**src/rtl/blt_pkg.sv**
```systemverilog
// blt_pkg: shared constants, state encoding and frame builder for backlight_out_tx.
// BLT_PARITY_EN appends an even-parity bit, widening FRAME_W by one.
package blt_pkg;
  localparam int ADDR_W = 4;
  localparam int ZONES = 3;
  localparam int ZONE_W = 8;
  localparam int DUTY_W = ZONES * ZONE_W;
  localparam int DATA_W = ADDR_W + DUTY_W;
`ifdef BLT_PARITY_EN
  localparam int FRAME_W = DATA_W + 1;
`else
  localparam int FRAME_W = DATA_W;
`endif

  typedef enum logic [2:0] {IDLE, LOAD, SHIFT, LATCH, GAP} state_t;

  function automatic logic [FRAME_W-1:0] make_frame(input logic [DATA_W-1:0] d);
`ifdef BLT_PARITY_EN
    return {d, ^d};
`else
    return d;
`endif
  endfunction
endpackage

```
**src/rtl/blt_sclk_div.sv**
```systemverilog
// blt_sclk_div: half-period counter producing SCLK and a falling-edge tick while enabled.
module blt_sclk_div #(
  parameter int CLK_DIV = 4
) (
  input  logic i_clk,
  input  logic i_rst_n,
  input  logic i_en,
  output logic o_sclk,
  output logic o_fall
);
  localparam logic [7:0] LAST = 8'(CLK_DIV - 1);

  logic [7:0] r_cnt;
  logic       r_sclk;
  logic       w_tick;

  assign w_tick = i_en & (r_cnt == LAST);
  assign o_sclk = r_sclk;
  assign o_fall = w_tick & r_sclk;

  // counter restarts at zero each time SHIFT is entered, so the first half-period is always low
  always_ff @(posedge i_clk or negedge i_rst_n) begin
    if (!i_rst_n) begin
      r_cnt  <= '0;
      r_sclk <= 1'b0;
    end else if (!i_en) begin
      r_cnt  <= '0;
      r_sclk <= 1'b0;
    end else begin
      r_cnt  <= w_tick ? '0 : r_cnt + 8'd1;
      r_sclk <= r_sclk ^ w_tick;
    end
  end
endmodule

```
**src/rtl/backlight_out_tx.sv**
```systemverilog
// backlight_out_tx: serialises {row address, duty} frames MSB first over SCLK/SDI/LATCH.
// One-deep pending buffer; BLT_PARITY_EN appends an even-parity bit to each frame.
module backlight_out_tx
  import blt_pkg::*;
#(
  parameter int CLK_DIV = 4,
  parameter int GAP_CYC = 8
) (
  input  logic              iODCK,
  input  logic              iRST_n,
  input  logic              iOU_en,
  input  logic [ADDR_W-1:0] iV_Address,
  input  logic [DUTY_W-1:0] iH_Duty,
  input  logic              iClrErr,
  output logic              oSCLK,
  output logic              oSDI,
  output logic              oLATCH,
  output logic              oBusy,
  output logic              oOverflow
);
  localparam int BIT_W = $clog2(FRAME_W);
  localparam logic [15:0] LATCH_LAST = 16'(2 * CLK_DIV - 1);
  localparam logic [15:0] GAP_LAST = 16'(GAP_CYC - 1);

  state_t             r_state, w_state_n;
  logic [DATA_W-1:0]  r_pend;
  logic               r_pend_v, r_sdi, r_ovf;
  logic [FRAME_W-1:0] r_shift, w_frame;
  logic [BIT_W-1:0]   r_bit;
  logic [15:0]        r_cnt;
  logic               w_fall, w_start, w_pend_wr, w_drop;

  blt_sclk_div #(.CLK_DIV(CLK_DIV)) u_div (
    .i_clk  (iODCK),
    .i_rst_n(iRST_n),
    .i_en   (r_state == SHIFT),
    .o_sclk (oSCLK),
    .o_fall (w_fall)
  );

  always_comb begin
    w_state_n = r_state;
    case (r_state)
      IDLE:    w_state_n = (iOU_en | r_pend_v) ? LOAD : IDLE;
      LOAD:    w_state_n = SHIFT;
      SHIFT:   w_state_n = (w_fall && r_bit == '0) ? LATCH : SHIFT;
      LATCH:   w_state_n = (r_cnt == LATCH_LAST) ? GAP : LATCH;
      GAP:     w_state_n = (r_cnt == GAP_LAST) ? (r_pend_v ? LOAD : IDLE) : GAP;
      default: w_state_n = IDLE;
    endcase
  end

  // a drained pending entry always wins the shift register; a coincident request refills pending
  assign w_start   = w_state_n == LOAD;
  assign w_pend_wr = iOU_en & (w_start ? r_pend_v : ~r_pend_v);
  assign w_drop    = iOU_en & ~w_start & r_pend_v;
  assign w_frame   = make_frame(r_pend_v ? r_pend : {iV_Address, iH_Duty});

  always_ff @(posedge iODCK or negedge iRST_n) begin
    if (!iRST_n) r_state <= IDLE;
    else r_state <= w_state_n;
  end

  always_ff @(posedge iODCK or negedge iRST_n) begin
    if (!iRST_n) begin
      r_pend   <= '0;
      r_pend_v <= 1'b0;
      r_shift  <= '0;
      r_sdi    <= 1'b0;
      r_bit    <= '0;
      r_cnt    <= '0;
      r_ovf    <= 1'b0;
    end else begin
      r_cnt    <= (w_state_n != r_state) ? '0 : r_cnt + 16'd1;
      r_pend_v <= w_pend_wr | (r_pend_v & ~w_start);
      r_ovf    <= w_drop | (r_ovf & ~iClrErr);
      if (w_pend_wr) r_pend <= {iV_Address, iH_Duty};
      // zeros shift in behind the frame, so SDI settles low for LATCH and GAP
      if (w_start) begin
        r_shift <= w_frame;
        r_sdi   <= w_frame[FRAME_W-1];
        r_bit   <= BIT_W'(FRAME_W - 1);
      end else if (w_fall) begin
        r_shift <= r_shift << 1;
        r_sdi   <= r_shift[FRAME_W-2];
        r_bit   <= r_bit - BIT_W'(1);
      end
    end
  end

  assign oSDI      = r_sdi;
  assign oLATCH    = r_state == LATCH;
  assign oBusy     = (r_state != IDLE) | r_pend_v;
  assign oOverflow = r_ovf;
endmodule

```
**config.mk**
```make
export PLATFORM = sky130hd
export DESIGN_NAME = backlight_out_tx
export DESIGN_NICKNAME = d
export VERILOG_FILES = /design/src/rtl/blt_pkg.sv /design/src/rtl/blt_sclk_div.sv /design/src/rtl/backlight_out_tx.sv
export SDC_FILE = /design/constraint.sdc
export NUM_CORES = 1
export LEC_CHECK = 0
export ABC_AREA = 1
export BUFFER_PORTS_ARGS = -buffer_cell sky130_fd_sc_hd__clkbuf_2
export CAP_MARGIN = 20
export CORE_UTILIZATION = 65
export CTS_CLUSTER_DIAMETER = 30
export DETAILED_ROUTE_END_ITERATION = 16
export PLACE_DENSITY = 0.87
export SETUP_SLACK_MARGIN = 0.02
export SLEW_MARGIN = 20
export SYNTH_ARGS = -nofsm -noshare
export SYNTH_HDL_FRONTEND = slang
export SYNTH_SLANG_ARGS = --single-unit
```
**constraint.sdc**
```tcl
create_clock -name iODCK -period 7.2 [get_ports iODCK]
set_input_delay 1.08 -clock iODCK [delete_from_list [all_inputs] [get_ports iODCK]]
set_output_delay 1.08 -clock iODCK [all_outputs]
set_load 0.02 [all_outputs]
```
Word-level counts from Yosys, hierarchy flattened. Index checks and enable logic that the tools add are counted.

Bits in registers: 91. Bits in latches: 0. RAM bits: 0. Memory bits (read-only): 0. Logic and storage cells: 59. Memories kept: 0.

Add/subtract/negate cells: 3. Multiply operators: 0. Div/mod/pow operators: 0. Order comparisons: 0. Equal/unequal tests: 8. Shifts and indexed selects: 0. Multiplexer cells: 18. Bitwise operators: 15. Reductions and logical operators: 5.

Operators with widths (count): two-way mux 27 bit (2); two-way mux 28 bit (1); adder 16 x 1 -> 16 bit, second input constant (1); == test 16 x 3 -> 1 bit, second input constant (1); two-way mux 16 bit (1); two-way mux 8 bit (2); case mux 3 bit (5 select lines) (1); two-way mux 5 bit (2); adder 8 x 1 -> 8 bit, second input constant (1); == test 8 x 2 -> 1 bit, second input constant (1); bitwise AND 1 bit (7); two-way mux 1 bit (7); == test 3 x 1 -> 1 bit, second input constant (2); == test 3 x 2 -> 1 bit, second input constant (2); two-way mux 3 bit (2); zero test 5 bit (1); subtractor 5 x 1 -> 5 bit, second input constant (1); bitwise OR 1 bit (4); == test 3 bit, second input constant (1); zero test 3 bit (1); inequality test 3 bit (1); NOT 1 bit (3); nonzero test 3 bit (1); nonzero test 2 bit (1); 2 further kinds (2).

Depth between registers and ports, before layout. Gate-level depths: netlist (run 1).

Word-level depth: 11. Mapped depth: 18.

Modules after synthesis. From an unflattened synthesis (run 1), not the netlist that was laid out.

Cells, all modules: 625. Area total of the unflattened synthesis: 5076.1 um^2.

By module, submodules not included: backlight_out_tx (instances 1, cells each 570, area an instance 4609.4 um^2, sequential area each 2052.0 um^2); blt_sclk_div (instances 1, cells each 55, area an instance 466.7 um^2, sequential area each 225.2 um^2).

Least setup slack after synthesis (run 1). Ideal clock, no wire load.

Path kind: input port to flip-flop. Start point: input port iOU_en. End point: register r_pend[10]. Library setup time: 0.083 ns. Arrival time: 2.728 ns. Data required time: 7.117 ns. Path slack: 4.389 ns. Stages on the path: 12. Path buffers: 3. Cell sequence: nor2_1 > nor3_2 > nor2_4 > nand3_4 > nand2_4 > buf_6 > ha_1 > nand2_1 > clkbuf_1 > clkbuf_1 > nand2_1 > o21ai_0.

Longest elaborated chain between the ends: 6.

Ends and longest elaborated chain: start: declaration (line backlight_out_tx.sv:11) `input logic iOU_en,`; bitwise OR 1 bit (line backlight_out_tx.sv:44) `IDLE: w_state_n = (iOU_en | r_pend_v) ? LOAD : IDLE;`; two-way mux 1 bit (line backlight_out_tx.sv:44); case mux 3 bit (5 select lines) (line backlight_out_tx.sv:43) `case (r_state)`; == test 3 x 1 -> 1 bit (line backlight_out_tx.sv:54) `assign w_start = w_state_n == LOAD;`; two-way mux 1 bit (line backlight_out_tx.sv:55) `assign w_pend_wr = iOU_en & (w_start ? r_pend_v : ~r_pend_v);`; bitwise AND 1 bit * (line backlight_out_tx.sv:55); end signal: assignment (line backlight_out_tx.sv:77) `if (w_pend_wr) r_pend <= {iV_Address, iH_Duty};`; end: declaration (line backlight_out_tx.sv:26) `logic [DATA_W-1:0] r_pend;`.

Every way passes the cells marked *; elsewhere a longest branch is shown, timed or not. A chain may end at the register's enable or synchronous reset.

Worst setup path after layout (run 1).
Start point: register r_state[2]. End point: register r_pend[7].

Longest elaborated chain between the ends: 9. Elaborated cells on any way between the ends: 13. Classes of those cells: eq/ne: 5; mux: 3; bitwise: 3; reduce/logical: 2.

Ends and longest elaborated chain: start: declaration (line backlight_out_tx.sv:25) `state_t r_state, w_state_n;`; start signal: assignment (line backlight_out_tx.sv:61) `else r_state <= w_state_n;`; == test 3 x 2 -> 1 bit (line backlight_out_tx.sv:36, backlight_out_tx.sv:43); bitwise AND 1 bit (line blt_sclk_div.sv:17) `assign w_tick = i_en & (r_cnt == LAST);`; bitwise AND 1 bit (line blt_sclk_div.sv:19) `assign o_fall = w_tick & r_sclk;`; logical AND 1 bit (line backlight_out_tx.sv:46) `SHIFT: w_state_n = (w_fall && r_bit == '0) ? LATCH : SHIFT;`; two-way mux 1 bit (line backlight_out_tx.sv:46); case mux 3 bit (5 select lines) * (line backlight_out_tx.sv:43); == test 3 x 1 -> 1 bit * (line backlight_out_tx.sv:54); two-way mux 1 bit * (line backlight_out_tx.sv:55); bitwise AND 1 bit * (line backlight_out_tx.sv:55).

Marked as above.

==> impl_results.md, run 1 <==
* Outcome: finished clean
* # port buffers at 36
* Syn_nets at 642
* Yosys cell types at 34
* Initial core utilization at 68.4%
* Yosys warns at 0
* Nets@finish at 662
* Peak supply drop at 0.157 mV
* Final Hold Slack at 0.470 ns
* Clk buf depth at 2
* Number of global-route vias before repair at 3707
* Iter 0 DRT Violations at 266
* Yosys top cell area share at 45.2%
* Synth area leaders: dfrtp_1 45%, nand2_1 11%, nand3_2 7.5%
* Hpwl dp at 6.06 mm
* Critical path's slowest cell: dfrtp_1
* ANT cells at 0
* CTS Sinks at 91
* Gate Count Post-Synth at 604
* Post-cts gate resize count at 0
* Root Buffer: clkbuf_8
* Via count at 3830
* GRT Total Usage at 24.9%
* Remaining global-route overflow at 0
* Worst EP required at 7.44 ns
* # Post-CTS Setup Buffers at 0
* Final worst-path cycle share at 56.2%
* Total CTS buffers at 9
* Die Area at 8120 sq um
* Sequential share of the synthesized area at 45.2%
* Pin count of the biggest net entering global routing at 65
* Cell area after layout at 5350 sq um
* #FFs+latches synth at 91
* Setup TNS at 0 ns
* Synth top cells by count: 143 x nand2_1, 91 x dfrtp_1, 79 x inv_1
* # DRC at 0
* Fraction of layout cells with a size suffix above 1 at 19.6%
* Startpoint types: register
* # setup viols final at 0
* Placed Instance Area at 5120 sq um
* CP delay by family, top: simple AND/OR/NAND/NOR gates
* Worst Setup End Kind: register
* H-tree levels at 3
* CP Max Fanout at 62
* DRT antenna net count at 0
* P_leak at 0.00300 uW
* Worst Tran Pin Value at 1.07 ns
* CTS clk-pin slew, worst paths at 0.09 ns
* Skew final at 0.00722 ns
* FP Rows at 31
* WL/cell at 12.8 microns
* Final Hold Viols at 0
* CP Class: reg -> reg
* Max transition margin at 28.6%
* Synth Cell Area at 5040 sq um
* RSZ-0062 raised after global routing: false
* CP max stage delay at 0.48 ns
* Pwr dens at 209 nW/um^2
* CP Data Arrival Time at 4.28 ns
* P&R area growth vs syn at 6.13%
* Clk_lat worst skew at 0.36 ns
* Routability cong. at 0.763
* Ys async rst share at 100%
* CTS tree: yes
* First-pass GRT wire length at 16.3 mm
* Most frequent cell after synthesis: nand2_1
* Max_cap viols at 0
* Die width at 90.1 microns
* Final Core Density at 72.6%
* Hold Path Class: reg -> reg
* Synth Flop Type: dfrtp_1
* Slew Viols, Final at 0
* Die Height at 90.1 microns
* CP Cell Sequence: inv_2 > nand3_4 > nor2_1 > ha_1 > buf_4 > nand2_1 > inv_1 > nand3_1 > nor2_2 > nor2_4 > nand3_4 > nand2_4 > ha_1 > nand2_1 > buf_4 > o21ai_0
* Max Freq at 247 MHz
* Via-to-Cell Ratio at 5.26
* Post-synth EDFFs at 0
* Final period demand of the worst path at 4.04 ns
* Post-Route WL at 9.32 mm
* Core Region at 7370 sq um
* Worst path bufs/invs at 4
* Initial antenna violation count at 0
* Ports at 37
* Mean area per synthesized cell at 8.35 sq um
* Yosys top cell by area: dfrtp_1
* Hold buffer count at cts at 0
* Pre-Repair DR Iteration Count at 5
kinds of logic after synthesis:
group / count (synthesis) / share of synthesized area [%]
compound gates: 65 / 6.77
flops: 91 / 45.2
fa+ha+maj: 6 / 1.49
buf+inv: 113 / 11.2
xor+xnor: 20 / 3.47
simple gates: 309 / 32.0
final timing paths:
path,from,end,slack (ns),cells after the start
min in group asynchronous,iRST_n,u_div.r_cnt[7],0.62,1
worst max-delay path,r_state[2],r_pend[7],3.16,16
max in group asynchronous,iRST_n,r_pend[5],5.45,2
worst min register to register,r_cnt[0],r_cnt[0],0.47,1
worst min-delay path,r_cnt[0],r_cnt[0],0.47,1
worst max register to register,r_state[2],r_pend[7],3.16,16
sequential cells by signal (all words and copies together) (netlist names):
| name | cells |
|---|---|
| r_bit | 5 |
| u_div.r_cnt | 8 |
| r_state | 3 |
| u_div.o_sclk | 1 |
| r_shift | 27 |
| r_cnt | 16 |
| oSDI | 1 |
| r_pend | 28 |
| r_pend_v | 1 |
| oOverflow | 1 |
cell usage in the layout, fill, tap and decap left out, types with 5 or more instances in the layout:
master	synthesis	final
nand2_1	143	143
dfrtp_1	91	91
inv_1	79	79
o21ai_0	61	61
nand3_1	57	57
nand3_2	38	38
clkbuf_2	0	35
nor2_1	34	34
xor2_1	15	15
nor2_2	14	14
clkbuf_8	0	11
ha_1	6	6
xnor2_1	5	5
buf_4	1	5
report_power, final:
part	switching (uW)	leakage, uW	internal, uW
combinational	83.5	0.00170	50.6
sequential	30.2	0.00119	563
clock	177	0.000113	214
total	291	0.00300	828
routing by layer:
metal / share of wire (%) / up-vias / track usage, %
met3: 4.4 / 12 / 5.92
met1: 47 / 1802 / 32.9
met4: 0.99 / 0 / 6.59
li1: - / 1938 / -
met5: 0 / - / 0
met2: 48 / 78 / 41.5
per-stage QoR:
step,worst slack (ns),power [uW],instances
detailed placement,3.15,737,712
finish,3.16,1120,728
global route,2.76,1180,728
global placement,3.35,725,712
floorplan,4.39,689,604
CTS,3.13,1130,728
cell type report:
class | instances | area, sq um
sequential | 91 | 2280
multi-input combinational | 400 | 2200
fill | 554 | 2020
inverter | 82 | 308
timing repair buffer | 40 | 213
clock buffer | 12 | 155
tap | 99 | 124
clock inverter | 4 | 72.6
Power figures use the tool's default switching activity.
==> inputs of run 2 (changes only) <==
--- a/config.mk
+++ b/config.mk
@@ -8,10 +8,10 @@
 export ABC_AREA = 1
 export BUFFER_PORTS_ARGS = -buffer_cell sky130_fd_sc_hd__clkbuf_2
 export CAP_MARGIN = 20
-export CORE_UTILIZATION = 65
+export CORE_UTILIZATION = 61
 export CTS_CLUSTER_DIAMETER = 30
 export DETAILED_ROUTE_END_ITERATION = 16
-export PLACE_DENSITY = 0.87
+export PLACE_DENSITY = 0.83
 export SETUP_SLACK_MARGIN = 0.02
 export SLEW_MARGIN = 20
 export SYNTH_ARGS = -nofsm -noshare
==> constraint.sdc (replaced) <==
create_clock -name iODCK -period 4.1 [get_ports iODCK]
set_input_delay 0.615 -clock iODCK [delete_from_list [all_inputs] [get_ports iODCK]]
set_output_delay 0.615 -clock iODCK [all_outputs]
set_load 0.02 [all_outputs]
==> impl_results.md, run 2 (synthesis results as in run 1) <==
* Fraction of layout cells with a size suffix above 1 at 20.0% (+0.41 points)
* First-pass GRT wire length at 16.1 mm (-1.5%)
* Pin count of the biggest net entering global routing at 77 (+18%)
* Max_cap viols at 0 (unchanged)
* Setup TNS at 0 ns (unchanged)
* DRT antenna net count at 0 (unchanged)
* Number of global-route vias before repair at 3727 (+0.54%)
* Most common cell after layout, fill and taps aside: nand2_1
* CP Data Arrival Time at 3.59 ns (-0.69 ns)
* WL/cell at 12.6 microns (-1.3%)
* Ports at 37 (unchanged)
* Hpwl dp at 6.02 mm (-0.56%)
* Final Core Density at 68.3% (-4.3 points)
* Routability cong. at 0.816 (+7.0%)
* Iter 0 DRT Violations at 194 (-27%)
* Max Freq at 302 MHz (+22%)
* GRT Total Usage at 23.4% (-1.6 points)
* Core Region at 7850 sq um (+6.5%)
* R2R cell count at 15 (-1)
* Clk buf depth at 2 (unchanged)
* CTS clk-pin slew, worst paths at 0.10 ns (about the same)
* ANT cells at 0 (unchanged)
* # DRC at 1 (+1)
* Worst Setup End Kind: register
* Final total power at 1910 uW (+70%)
* Final period demand of the worst path at 3.31 ns (-0.732 ns)
* FP Rows at 32 (+3.2%)
* Startpoint types: register
* Initial antenna violation count at 0 (unchanged)
* Die Area at 8640 sq um (+6.4%)
* Post-Route WL at 9.26 mm (-0.62%)
* Hold Path Class: in -> async
* CP Max Fanout at 34 (-45%)
* Outcome: finished with violations
* RR Startpoint: u_div.r_cnt[3]
* Biggest regs: r_pend: 28 flops, r_shift: 27 flops, r_cnt: 16 flops
* CP Class: reg -> reg
* Die width at 92.9 microns (+3.2%)
* P_leak at 0.00300 uW (about the same)
* Fin worst setup slack at 0.789 ns (-2.37 ns)
* H-tree levels at 3 (unchanged)
* Clk_lat worst skew at 0.37 ns (about the same)
* Worst EP required at 4.38 ns (-3.06 ns)
* Peak supply drop at 0.203 mV (+29%)
* DP Worst Slack at 0.904 ns (-2.25 ns)
* Via count at 3899 (+1.8%)
* Pre-Repair DR Iteration Count at 10 (+5)
* # Post-CTS Setup Buffers at 0 (unchanged)
* Via-to-Cell Ratio at 5.32 (+1.1%)
* CP max stage delay at 0.43 ns (-0.05 ns)
* CP Cell Sequence: nor3_1 > nand4_1 > nor2_1 > ha_1 > nand2_1 > inv_1 > nand3_1 > nor2_2 > nor2_4 > nand3_4 > nand2_4 > ha_1 > nand2_1 > buf_12 > o21ai_0
* Max reg flops at 28 (unchanged)
* Biggest register: r_pend
* Violated checks: DRC
* Total CTS buffers at 9 (unchanged)
* CTS Sinks at 91 (unchanged)
* Die Height at 92.9 microns (+3.2%)
* # port buffers at 36 (unchanged)
* Worst Tran Pin Value at 1.02 ns (-0.0435 ns)
* Hold buffer count at cts at 0 (unchanged)
* Skew final at 0.0162 ns (+0.00897 ns)
* Final worst-path cycle share at 80.8% (+25 points)
* R2R Setup Slk at 0.79 ns (-2.37 ns)
* # setup viols final at 0 (unchanged)
* Slew Viols, Final at 0 (unchanged)
* Pwr dens at 355 nW/um^2 (+70%)
* Root Buffer: clkbuf_8
* Initial core utilization at 64.3% (-4.2 points)
* Crit Reg-Reg Endpoint: r_pend[17]
* CTS tree: yes
* Max transition margin at 31.7% (+3.1 points)
* Post-cts gate resize count at 0 (unchanged)
* Critical path's slowest cell: nand2_1
* P&R area growth vs syn at 6.28%
* Final Hold Viols at 0 (unchanged)
* Remaining global-route overflow at 0 (unchanged)
* Nets@finish at 664 (+0.30%)
* RSZ-0062 raised after global routing: false
* Most frequent cells in the layout: 143 x nand2_1, 91 x dfrtp_1, 79 x inv_1
==> run 2: cell count changes in the layout (fill, tap and decap cells not counted), sizes merged <==
cell,change
buf,+2
clkinvlp,+1
clkbuf,-3
clkinv,-1
bufinv,-1
inv,+4
==> run 2: power breakdown <==
group | switching, uW | internal [uW]
clock network | 338 | 290
registers | 50.6 | 989
logic | 148 | 90.2
==> run 2: through the flow <==
stage          cells  instance area, sq um  hold slack [ns]
2_1_floorplan    604                  5040            0.319
3_3_place_gp     717                  5160            0.436
3_5_place_dp     717                  5160            0.459
4_1_cts          733                  5360            0.420
5_1_grt          733                  5360            0.428
6_report         733                  5360            0.374
==> run 2: area by class of cell <==
class,instances,area [sq um]
clock buffers,9,124
inverters,82,308
well taps,102,128
fillers,639,2490
repair buffers,42,240
flip-flops and latches,91,2280
clock inverters,7,80.1
multi-input cells,400,2200
==> run 2: worst max-delay path, delay by kind of cell, from the launching register on <==
kind | cells | cell delay [ns]
simple gates | 10 | 1.70
fa+ha+maj | 2 | 0.48
flops | 1 | 0.42
buf+inv | 2 | 0.42
compound gates | 1 | 0.19
==> run 2: worst max path at each step <==
stage          cells after the start            from         end  slack (ns)
5_1_grt                           15  u_div.r_cnt[3]  r_pend[17]        0.52
2_1_floorplan                     18  u_div.r_cnt[3]  r_pend[10]        1.36
4_1_cts                           16  u_div.r_cnt[3]  r_pend[21]        0.84
6_report                          15  u_div.r_cnt[3]  r_pend[17]        0.79
3_5_place_dp                      16  u_div.r_cnt[3]  r_pend[17]        0.90
3_3_place_gp                      16  u_div.r_cnt[3]  r_pend[24]        1.03
==> run 2: metal layers <==
layer	track usage [%]	wire, microns
met5	0	0
met4	8.97	85
met3	3.78	476
met2	38.9	4450
met1	30.6	4240
==> inputs of run 3 (changes only) <==
--- a/config.mk
+++ b/config.mk
@@ -8,10 +8,10 @@
 export ABC_AREA = 1
 export BUFFER_PORTS_ARGS = -buffer_cell sky130_fd_sc_hd__clkbuf_2
 export CAP_MARGIN = 20
-export CORE_UTILIZATION = 61
+export CORE_UTILIZATION = 55
 export CTS_CLUSTER_DIAMETER = 30
 export DETAILED_ROUTE_END_ITERATION = 16
-export PLACE_DENSITY = 0.83
+export PLACE_DENSITY = 0.79
 export SETUP_SLACK_MARGIN = 0.02
 export SLEW_MARGIN = 20
 export SYNTH_ARGS = -nofsm -noshare
==> constraint.sdc (replaced) <==
create_clock -name iODCK -period 3 [get_ports iODCK]
set_input_delay 0.45 -clock iODCK [delete_from_list [all_inputs] [get_ports iODCK]]
set_output_delay 0.45 -clock iODCK [all_outputs]
set_load 0.02 [all_outputs]
==> impl_results.md, run 3 (synthesis results as in run 1) <==
* Die Area at 9560 sq um (+11%)
* Clk buf depth at 2 (unchanged)
* Pin count of the biggest net entering global routing at 62 (-19%)
* Core Region at 8810 sq um (+12%)
* Biggest regs: r_pend: 28 flops, r_shift: 27 flops, r_cnt: 16 flops
* CTS tree: yes
* FP Rows at 34 (+6.3%)
* Pwr dens at 518 nW/um^2 (+46%)
* CP Class: reg -> reg
* GRT Total Usage at 22.2% (-1.2 points)
* RR Startpoint: u_div.r_cnt[3]
* Hpwl dp at 6.20 mm (+2.9%)
* Biggest register: r_pend
* ANT cells at 0 (unchanged)
* Register area at 2280 sq um (unchanged)
* Worst path most repeated cell: nand2_1
* Setup TNS at 0 ns (unchanged)
* CP Max Fanout at 44 (+29%)
* R2R Setup Slk at 0.29 ns (-0.50 ns)
* Initial core utilization at 57.3% (-7.0 points)
* Number of global-route vias before repair at 3724 (-0.080%)
* CP Cell Sequence: nor3_1 > nand4_1 > nor2_1 > ha_1 > nand2_1 > inv_1 > nand3_1 > nor2_2 > nor2_4 > nand3_4 > nand2_4 > ha_1 > nand2_1 > buf_6 > nand2_1 > o21ai_0
* Pre-Repair DR Iteration Count at 11 (+1)
* Violated checks: DRC
* Final worst-path cycle share at 90.3% (+9.6 points)
* Critical Path Sink: r_pend[0]
* Iter 0 DRT Violations at 293 (+51%)
* Post-Route WL at 9.59 mm (+3.6%)
* CTS Sinks at 91 (unchanged)
* Slew Viols, Final at 0 (unchanged)
* Most common cell after layout, fill and taps aside: nand2_1
* Final Hold Viols at 0 (unchanged)
* Max reg flops at 28 (unchanged)
* Via count at 3875 (-0.62%)
* DRT antenna net count at 0 (unchanged)
* Root Buffer: clkbuf_8
* WL/cell at 12.9 microns (+2.4%)
* Crit Reg-Reg Endpoint: r_pend[0]
* Filler cells at 764 (+20%)
* Dpl cells at 726 (+1.3%)
* CTS clk-pin slew, worst paths at 0.09 ns (about the same)
* Total CTS buffers at 9 (unchanged)
* Worst Tran Pin Value at 1.01 ns (-0.0139 ns)
* R2R cell count at 16 (+1)
* Critical path's slowest cell: dfrtp_1
* Final Hold Slack at 0.116 ns (-0.257 ns)
* Hold buffer count at cts at 0 (unchanged)
* # DRC at 2 (+1)
* Peak supply drop at 0.295 mV (+45%)
* Multi-input logic area at 2200 sq um (unchanged)
* Skew final at 0.0127 ns (-0.00349 ns)
* Worst Setup SP: u_div.r_cnt[3]
* First-pass GRT wire length at 17.2 mm (+6.8%)
* Worst path bufs/invs at 2 (unchanged)
* Clk_lat worst skew at 0.36 ns (about the same)
* Die width at 97.8 microns (+5.2%)
* Initial antenna violation count at 0 (unchanged)
* Fraction of layout cells with a size suffix above 1 at 20.3% (+0.38 points)
* Via-to-Cell Ratio at 5.22 (-1.8%)
* Non-filler cells, final at 742 (+1.2%)
* RSZ-0062 raised after global routing: false
* Hold Path Class: in -> async
* Max transition margin at 32.7% (+0.93 points)
* # setup viols final at 0 (unchanged)
* Die Height at 97.8 microns (+5.2%)
* Ports at 37 (unchanged)
* Final period demand of the worst path at 2.71 ns (-0.601 ns)
* CP delay by family, top: simple AND/OR/NAND/NOR gates
* # Post-CTS Setup Buffers at 0 (unchanged)
* DP Worst Slack at 0.295 ns (-0.610 ns)
* Fin worst setup slack at 0.290 ns (-0.499 ns)
* # port buffers at 36 (unchanged)
* Final total power at 2820 uW (+48%)
* Outcome: finished with violations
* Startpoint types: register
* Worst Setup End Kind: register
* P&R area growth vs syn at 7.89%
* Max Freq at 369 MHz (+22%)
* P_leak at 0.00304 uW (+1.3%)
* CP Data Arrival Time at 2.99 ns (-0.60 ns)
* Worst EP required at 3.28 ns (-1.10 ns)
* Routability cong. at 0.828 (+1.4%)
* H-tree levels at 3 (unchanged)
* Remaining global-route overflow at 0 (unchanged)
* Nets@finish at 667 (+0.45%)
* CP max stage delay at 0.43 ns (about the same)
* CP Depth at 16 (+1)
* Most frequent cells in the layout: 143 x nand2_1, 91 x dfrtp_1, 79 x inv_1
* Max_cap viols at 0 (unchanged)
[run 3: worst min-delay path by stage]
| stage | startpoint | end | cells past startpoint | slack [ns] |
|---|---|---|---|---|
| after global placement | u_div.r_cnt[0] | u_div.r_cnt[0] | 1 | 0.44 |
| after floorplan | iRST_n | oOverflow | 0 | 0.15 |
| after global routing | iRST_n | u_div.r_cnt[2] | 1 | 0.17 |
| after detailed placement | r_cnt[0] | r_cnt[0] | 1 | 0.46 |
| final | iRST_n | u_div.r_cnt[0] | 1 | 0.12 |
| after CTS | iRST_n | u_div.r_cnt[2] | 1 | 0.14 |
[run 3: through the flow]
| step | instance area (sq um) | utilization, % |
|---|---|---|
| after floorplan | 5040 | - |
| after global routing | 5440 | 61.8 |
| after global placement | 5170 | 58.8 |
| final | 5440 | 61.8 |
| after CTS | 5440 | 61.8 |
| after detailed placement | 5170 | 58.8 |
[run 3: repair_timing]
item	CTS	global route
setup endpoints to repair	0	22
hold endpoints to repair	0	0
resized for setup	0	1
[run 3: area by class of cell]
type / instances / area share, %
clock buffers: 9 / 2.28
repair buffers: 45 / 4.67
well taps: 108 / 2.48
inverters: 82 / 5.66
clock inverters: 7 / 2.58
multi-input cells: 400 / 40.5
flip-flops and latches: 91 / 41.8
[run 3: worst register-to-register path, cell delays in order, from the launching register on]
cell and delay (ns):
dfrtp_1 0.43, nor3_1 0.24, nand4_1 0.16, nor2_1 0.13, ha_1 0.18, nand2_1 0.06, inv_1 0.05, nand3_1 0.07
nor2_2 0.13, nor2_4 0.05, nand3_4 0.22, nand2_4 0.07, ha_1 0.27, nand2_1 0.10, buf_6 0.28, nand2_1 0.12
o21ai_0 0.09
[run 3: power breakdown]
group | internal, uW | switching [uW] | total (uW)
sequential | 1350 | 71.9 | 1420
combinational | 124 | 194 | 318
clock | 636 | 444 | 1080
[run 3: per-layer routing]
metal,vias to the layer above,global-route usage [%],wire length [microns]
li1,1945,-,-
met1,1815,30.7,4520
met2,97,35.5,4470
met3,18,3.15,391
met4,0,8.74,214
met5,-,0,0
